--- src/rtl/score_digit_renderer_pkg.sv ---
// Shared constants and types for the score digit renderer.
// Glyph geometry, the blank line code and BCD digit helpers live here.
package score_digit_renderer_pkg;

  localparam int GLYPH_W = 5;
  localparam int GLYPH_H = 5;
  localparam logic [2:0] LINE_BLANK = 3'd7;

  typedef logic [3:0] bcd_digit_t;

  // Deltas 10..15 are not decimal digits and must leave the score untouched.
  function automatic logic bcdValid(input bcd_digit_t d);
    return (d <= 4'd9);
  endfunction

endpackage

--- src/rtl/score_digit_renderer_adder.sv ---
// One decimal digit of the score adder: 4-bit BCD add with carry in and out.
// Chained NUM_DIGITS times by the top to form a single-cycle ripple adder.
module bcd_adder_digit
  import score_digit_renderer_pkg::*;
(
  input  bcd_digit_t a_i,
  input  bcd_digit_t b_i,
  input  logic       c_i,
  output bcd_digit_t sum_o,
  output logic       c_o
);

  logic [4:0] rawSum;

  // Binary sum corrected by +6 when it leaves the decimal range.
  always_comb begin
    rawSum = {1'b0, a_i} + {1'b0, b_i} + {4'b0000, c_i};
    sum_o  = rawSum[3:0];
    c_o    = 1'b0;
    if (rawSum > 5'd9) begin
      sum_o = 4'(rawSum + 5'd6);
      c_o   = 1'b1;
    end
  end

endmodule

--- src/rtl/score_digit_renderer.sv ---
// Draws an N-digit BCD score: keeps the score, maps the beam onto digit/glyph
// line for the external decoder, and turns the returned bitmap row into a pixel.
module score_digit_renderer
  import score_digit_renderer_pkg::*;
#(
  parameter int NUM_DIGITS = 4,
  parameter int X0         = 16,
  parameter int Y0         = 8,
  parameter int SCALE_LOG2 = 2,
  parameter int PITCH      = 8
) (
  input  logic                    clk,
  input  logic                    reset_n,
  input  logic [8:0]              hpos,
  input  logic [8:0]              vpos,
  input  logic                    display_on,
  input  logic [3:0]              score_add,
  input  logic                    score_inc,
  input  logic                    score_clr,
  output logic [3:0]              digit,
  output logic [2:0]              line,
  input  logic [4:0]              bits,
  output logic                    pixel,
  output logic [4*NUM_DIGITS-1:0] score_bcd,
  output logic                    overflow
);

  localparam int SW         = 4 * NUM_DIGITS;
  localparam int PITCH_LOG2 = $clog2(PITCH);
  localparam int CW         = PITCH_LOG2;

  logic [SW-1:0]       workScore_q, workScore_d;
  logic [SW-1:0]       shownScore_q, shownScore_d;
  logic                overflow_q, overflow_d;
  logic [SW-1:0]       sumScore;
  logic [NUM_DIGITS:0] carry;

  logic [8:0]    dx, dy, cx, cy, digIdx;
  logic [CW-1:0] cellCol;
  logic          inBox;
  bcd_digit_t    digitSel;
  logic          bitSel;

  bcd_digit_t    digit_q, digit_d;
  logic [2:0]    line_q, line_d;
  logic [CW-1:0] col_q, col_d;
  logic          draw_q, draw_d;
  logic          pixel_q, pixel_d;

  assign carry[0] = 1'b0;

  // Ripple chain: nibble 0 (least significant) receives the delta.
  for (genvar g = 0; g < NUM_DIGITS; g++) begin : gAdder
    bcd_digit_t addend;
    assign addend = (g == 0) ? score_add : 4'd0;

    bcd_adder_digit uDigit (
      .a_i  (workScore_q[g*4 +: 4]),
      .b_i  (addend),
      .c_i  (carry[g]),
      .sum_o(sumScore[g*4 +: 4]),
      .c_o  (carry[g+1])
    );
  end

  // Working score updates; the displayed copy only follows it at frame start.
  always_comb begin
    workScore_d  = workScore_q;
    overflow_d   = overflow_q;
    shownScore_d = shownScore_q;
    if (score_clr) begin
      workScore_d = '0;
      overflow_d  = 1'b0;
    end else if (score_inc && bcdValid(score_add)) begin
      workScore_d = sumScore;
      if (carry[NUM_DIGITS]) overflow_d = 1'b1;
    end
    if (hpos == 9'd0 && vpos == 9'd0) shownScore_d = workScore_q;
  end

  // Beam-to-cell mapping; the compares guard against wrapped subtractions.
  always_comb begin
    dx      = hpos - 9'(X0);
    dy      = vpos - 9'(Y0);
    cx      = dx >> SCALE_LOG2;
    cy      = dy >> SCALE_LOG2;
    digIdx  = cx >> PITCH_LOG2;
    cellCol = cx[CW-1:0];
    inBox   = display_on && (hpos >= 9'(X0)) && (vpos >= 9'(Y0)) &&
              (cx < 9'(NUM_DIGITS * PITCH)) && (cy < 9'(GLYPH_H));
    digitSel = '0;
    for (int i = 0; i < NUM_DIGITS; i++) begin
      if (digIdx == 9'(i)) digitSel = shownScore_q[(NUM_DIGITS-1-i)*4 +: 4];
    end
    digit_d = inBox ? digitSel : 4'd0;
    line_d  = inBox ? cy[2:0] : LINE_BLANK;
    col_d   = cellCol;
    draw_d  = inBox && (cellCol < CW'(GLYPH_W));
  end

  // Bitmap column 0 is bits[4]; gap columns never reach the selector.
  always_comb begin
    bitSel = 1'b0;
    for (int c = 0; c < GLYPH_W; c++) begin
      if (col_q == CW'(c)) bitSel = bits[GLYPH_W-1-c];
    end
    pixel_d = draw_q && bitSel;
  end

  always_ff @(posedge clk or negedge reset_n) begin
    if (!reset_n) begin
      workScore_q  <= '0;
      shownScore_q <= '0;
      overflow_q   <= 1'b0;
      digit_q      <= '0;
      line_q       <= LINE_BLANK;
      col_q        <= '0;
      draw_q       <= 1'b0;
      pixel_q      <= 1'b0;
    end else begin
      workScore_q  <= workScore_d;
      shownScore_q <= shownScore_d;
      overflow_q   <= overflow_d;
      digit_q      <= digit_d;
      line_q       <= line_d;
      col_q        <= col_d;
      draw_q       <= draw_d;
      pixel_q      <= pixel_d;
    end
  end

  assign digit     = digit_q;
  assign line      = line_q;
  assign pixel     = pixel_q;
  assign score_bcd = shownScore_q;
  assign overflow  = overflow_q;

endmodule

--- config.mk ---
export PLATFORM = sky130hd
export DESIGN_NAME = score_digit_renderer
export DESIGN_NICKNAME = d
export VERILOG_FILES = /design/src/rtl/score_digit_renderer_pkg.sv /design/src/rtl/score_digit_renderer_adder.sv /design/src/rtl/score_digit_renderer.sv
export SDC_FILE = /design/constraint.sdc
export NUM_CORES = 1
export LEC_CHECK = 0
export CORE_MARGIN = 2
export CORE_UTILIZATION = 25
export DETAILED_ROUTE_END_ITERATION = 8
export DONT_BUFFER_PORTS = 1
export SYNTH_ARGS = -nofsm -noshare
export SYNTH_HDL_FRONTEND = slang
export SYNTH_HIERARCHICAL = 1
export SYNTH_SLANG_ARGS = --single-unit
--- constraint.sdc ---
create_clock -name clk -period 9.7 [get_ports clk]
set_input_delay 1.94 -clock clk [delete_from_list [all_inputs] [get_ports clk]]
set_output_delay 1.94 -clock clk [all_outputs]
set_load 0.01 [all_outputs]
==> results.md <==
* Vias per cell at 4.66
* Fin. Hold Viols at 0
* IR drop worst, VDD at 0.0000877 V
* Die W at 113 um
* Pre-CTS WS at 0.534 ns
* Clk_skew at 0.00679 ns
* Grt peak-use layer: met2
* Count leader, synth: nand2_1
* Final slew viol count at 0
* Number of buffers created by CTS at 5
* Count of cell instances traversed by the critical path at 27
* Clk sinks at 45
* Die boundary height at 113 um
* CTS Root Cell: clkbuf_16
* Required @ worst endpoint at 9.91 ns
* CTS tree: done
* Unique cell type count in the Yosys netlist at 45
* GRT Total Usage at 9.78%
* Hold Startpoint: draw_q$_DFF_PN0_
* Final weighted congestion of routability-driven global placement at 0.861
* Sum Neg Setup Slack at 0 ns
* Fin crit period at 8.85 ns
* Area share of the largest cell type after synthesis at 35.5%
* Total congestion overflow after global routing at 0
* Post-Route Hold Slack at 0.503 ns
* Category of the worst setup path capture point: flop
* Global-route wire length before repair at 10.2 mm
* Antenna violations before repair at 0
* Top FF cell, synth: dfrtp_1
* Worst slew margin at 59.3%
* # hold bufs at CTS at 0
* NumNets Final at 364
* Global routing usage on met3 at 2.52%
* Fill count at 1158
* Number of top-level pins at 57
* Reg-to-reg critical path startpoint: workScore_q[0]$_DFFE_PN0P_
* Count of synthesis-stage warnings from yosys at 6
* Drt first pass iters at 6
* Via total after detailed routing at 2085
* Number of enable-type register cells in the synthesized netlist at 0
* Average instance area after synthesis at 10.2 um^2
* Total detailed-routing wirelength at 5.97 mm
* Fin crit share at 91.3%
* Sequential cell area fraction in the yosys report at 38.1%
* Power per unit of standard cell area at 256 nW/um^2
* RSZ-0062 raised after global routing: no
* Count of routing violations after the opening detailed-route iteration at 120
* Source of the critical timing path: score_add[0]
* Asr flop ratio synth at 100%
* H-tree Lvls at 2
* Met2 track utilization from global routing at 16.8%
* Startpoint Class: input port
* Antenna Nets Post-Route at 0
* Most instantiated cells after synthesis: nand2_1, dfrtp_1, a21oi_1
* Met1 Usage GRT at 12.2%
* Final critical-path setup slack at 0.845 ns
* Total of cells resized after clock tree synthesis at 0
* Leakage power summed over all cells at 0.00144 uW
* Instance count of the mapped netlist at 289
* Cells taking the most area after synthesis: dfrtp_1, ha_1, a21oi_1
* R2R cell count at 27
* N_diodes at 0
* Clock tree buffer depth at 2
* Number of endpoints failing setup at the final stage at 0
* Most common cell type on the critical path: fa_1
* Layout Area Growth over Synthesis at 11.3%
* Count of input and output buffers at 0
* Clk_lat worst skew at 0.28 ns
* Actual transition at the worst max-transition pin at 0.610 ns
* Delay-heaviest family, CP: adder cells
* Critical path start-end classification: in -> reg
* Cell taking the most area after synthesis: dfrtp_1
* Fraction of layout cells with a size suffix above 1 at 11.5%
* Wire per inst at 13.4 um
* Max-cap viol count at 0
* Result of the run: complete, no violations
* Arrival time of the worst setup path at 9.07 ns
* Vias in the first global route at 2107
* Initial core utilization at 25.8%
* Largest incremental delay on the critical path at 0.43 ns
* DRC viols at 0
* Number of rows created at floorplan at 39
* Worst hold path type: reg -> reg
* Buffers inserted by post-CTS timing repair at 0
* Cell Area, Synth at 2960 um^2
* Buf+Inv Stages, Crit Path at 0
* Maximum number of pins on one net before global-route repair at 46
* Maximum clock rate at 113 MHz
* DIE AREA at 12700 um^2
* Min-Delay Path Depth at 1
* Area of the core at 11500 um^2
* Synthesized flop and latch total at 45
* CTS clock-pin slew for the worst setup and hold paths at 0.06 ns
* Biggest fanout along the worst timing path at 3
* Critical-path top delay cell: fa_1
* Final HPWL from detailed placement at 4.93 mm
-- sequential cells by signal (all words and copies together), names as in the netlist --
signal and cells:
line 3, overflow 1, score_bcd 16, pixel 1, draw_q 1, digit 4
workScore_q 16, col_q 3
-- power breakdown --
part           total [uW]  leakage [uW]  internal [uW]  switching (uW)
clock network         165     0.0000631           95.5            69.1
registers             238      0.000583            210            27.5
logic                 442      0.000793            210             232
-- per-layer routing --
metal,wire length [um],part of all wire [%]
met5,0,0
met4,45,0.75
met3,338,5.7
met2,2860,48
met1,2730,46
-- worst paths after layout --
| check | end | slack, ns |
|---|---|---|
| max reg2reg | workScore_q[14]$_DFFE_PN0P_ | 2.03 |
| max | workScore_q[14]$_DFFE_PN0P_ | 0.85 |
| min | pixel$_DFF_PN0_ | 0.50 |
| max in group asynchronous | line[1]$_DFF_PN1_ | 8.15 |
| min reg2reg | pixel$_DFF_PN0_ | 0.50 |
| min in group asynchronous | score_bcd[13]$_DFFE_PN0P_ | 1.35 |
-- cell families (layout without fill, tap and decap cells) --
| kind of cell | after synthesis | in the layout | synth area share [%] |
|---|---|---|---|
| fa+ha+maj | 29 | 29 | 14.3 |
| xor+xnor | 9 | 9 | 2.66 |
| compound gates | 75 | 75 | 18.1 |
| buf+inv | 26 | 26 | 3.93 |
| mux | 17 | 17 | 7.94 |
| simple gates | 87 | 87 | 14.8 |
| flops | 45 | 45 | 38.1 |
| other cells | 1 | 16 | 0.127 |
-- per-stage QoR --
| stage | total power (uW) | utilization [%] | area [um^2] | instances |
|---|---|---|---|---|
| CTS | 849 | 28.7 | 3300 | 447 |
| detailed placement | 680 | 27.5 | 3150 | 439 |
| floorplan | 607 | - | 3020 | 304 |
| global route | 914 | 28.7 | 3300 | 447 |
| finish | 845 | 28.7 | 3300 | 447 |
| global placement | 665 | 27.5 | 3150 | 439 |
-- cell type report --
cell class              instances  area (um^2)  area share (%)
clock buffers                   6          129            3.91
clock inverters                 2         15.0           0.456
inverters                      17         63.8            1.94
multi-input cells             233         1770            53.8
flip-flops and latches         45         1130            34.3
well taps                     143          179            5.43
repair buffers                  1         7.51           0.228
-- placed cells by master (no fill, tap or decap), types with 5 or more instances in the layout --
master,instances
nand2_1,44
dfrtp_1,42
a21oi_1,39
ha_1,21
inv_1,17
conb_1,16
mux2_4,10
xnor2_1,9
nor2_1,8
fa_1,8
nand3_1,7
nor2b_1,6
nand2b_1,6
clkbuf_16,5
No activity file was read; power rests on OpenSTA's default activity.
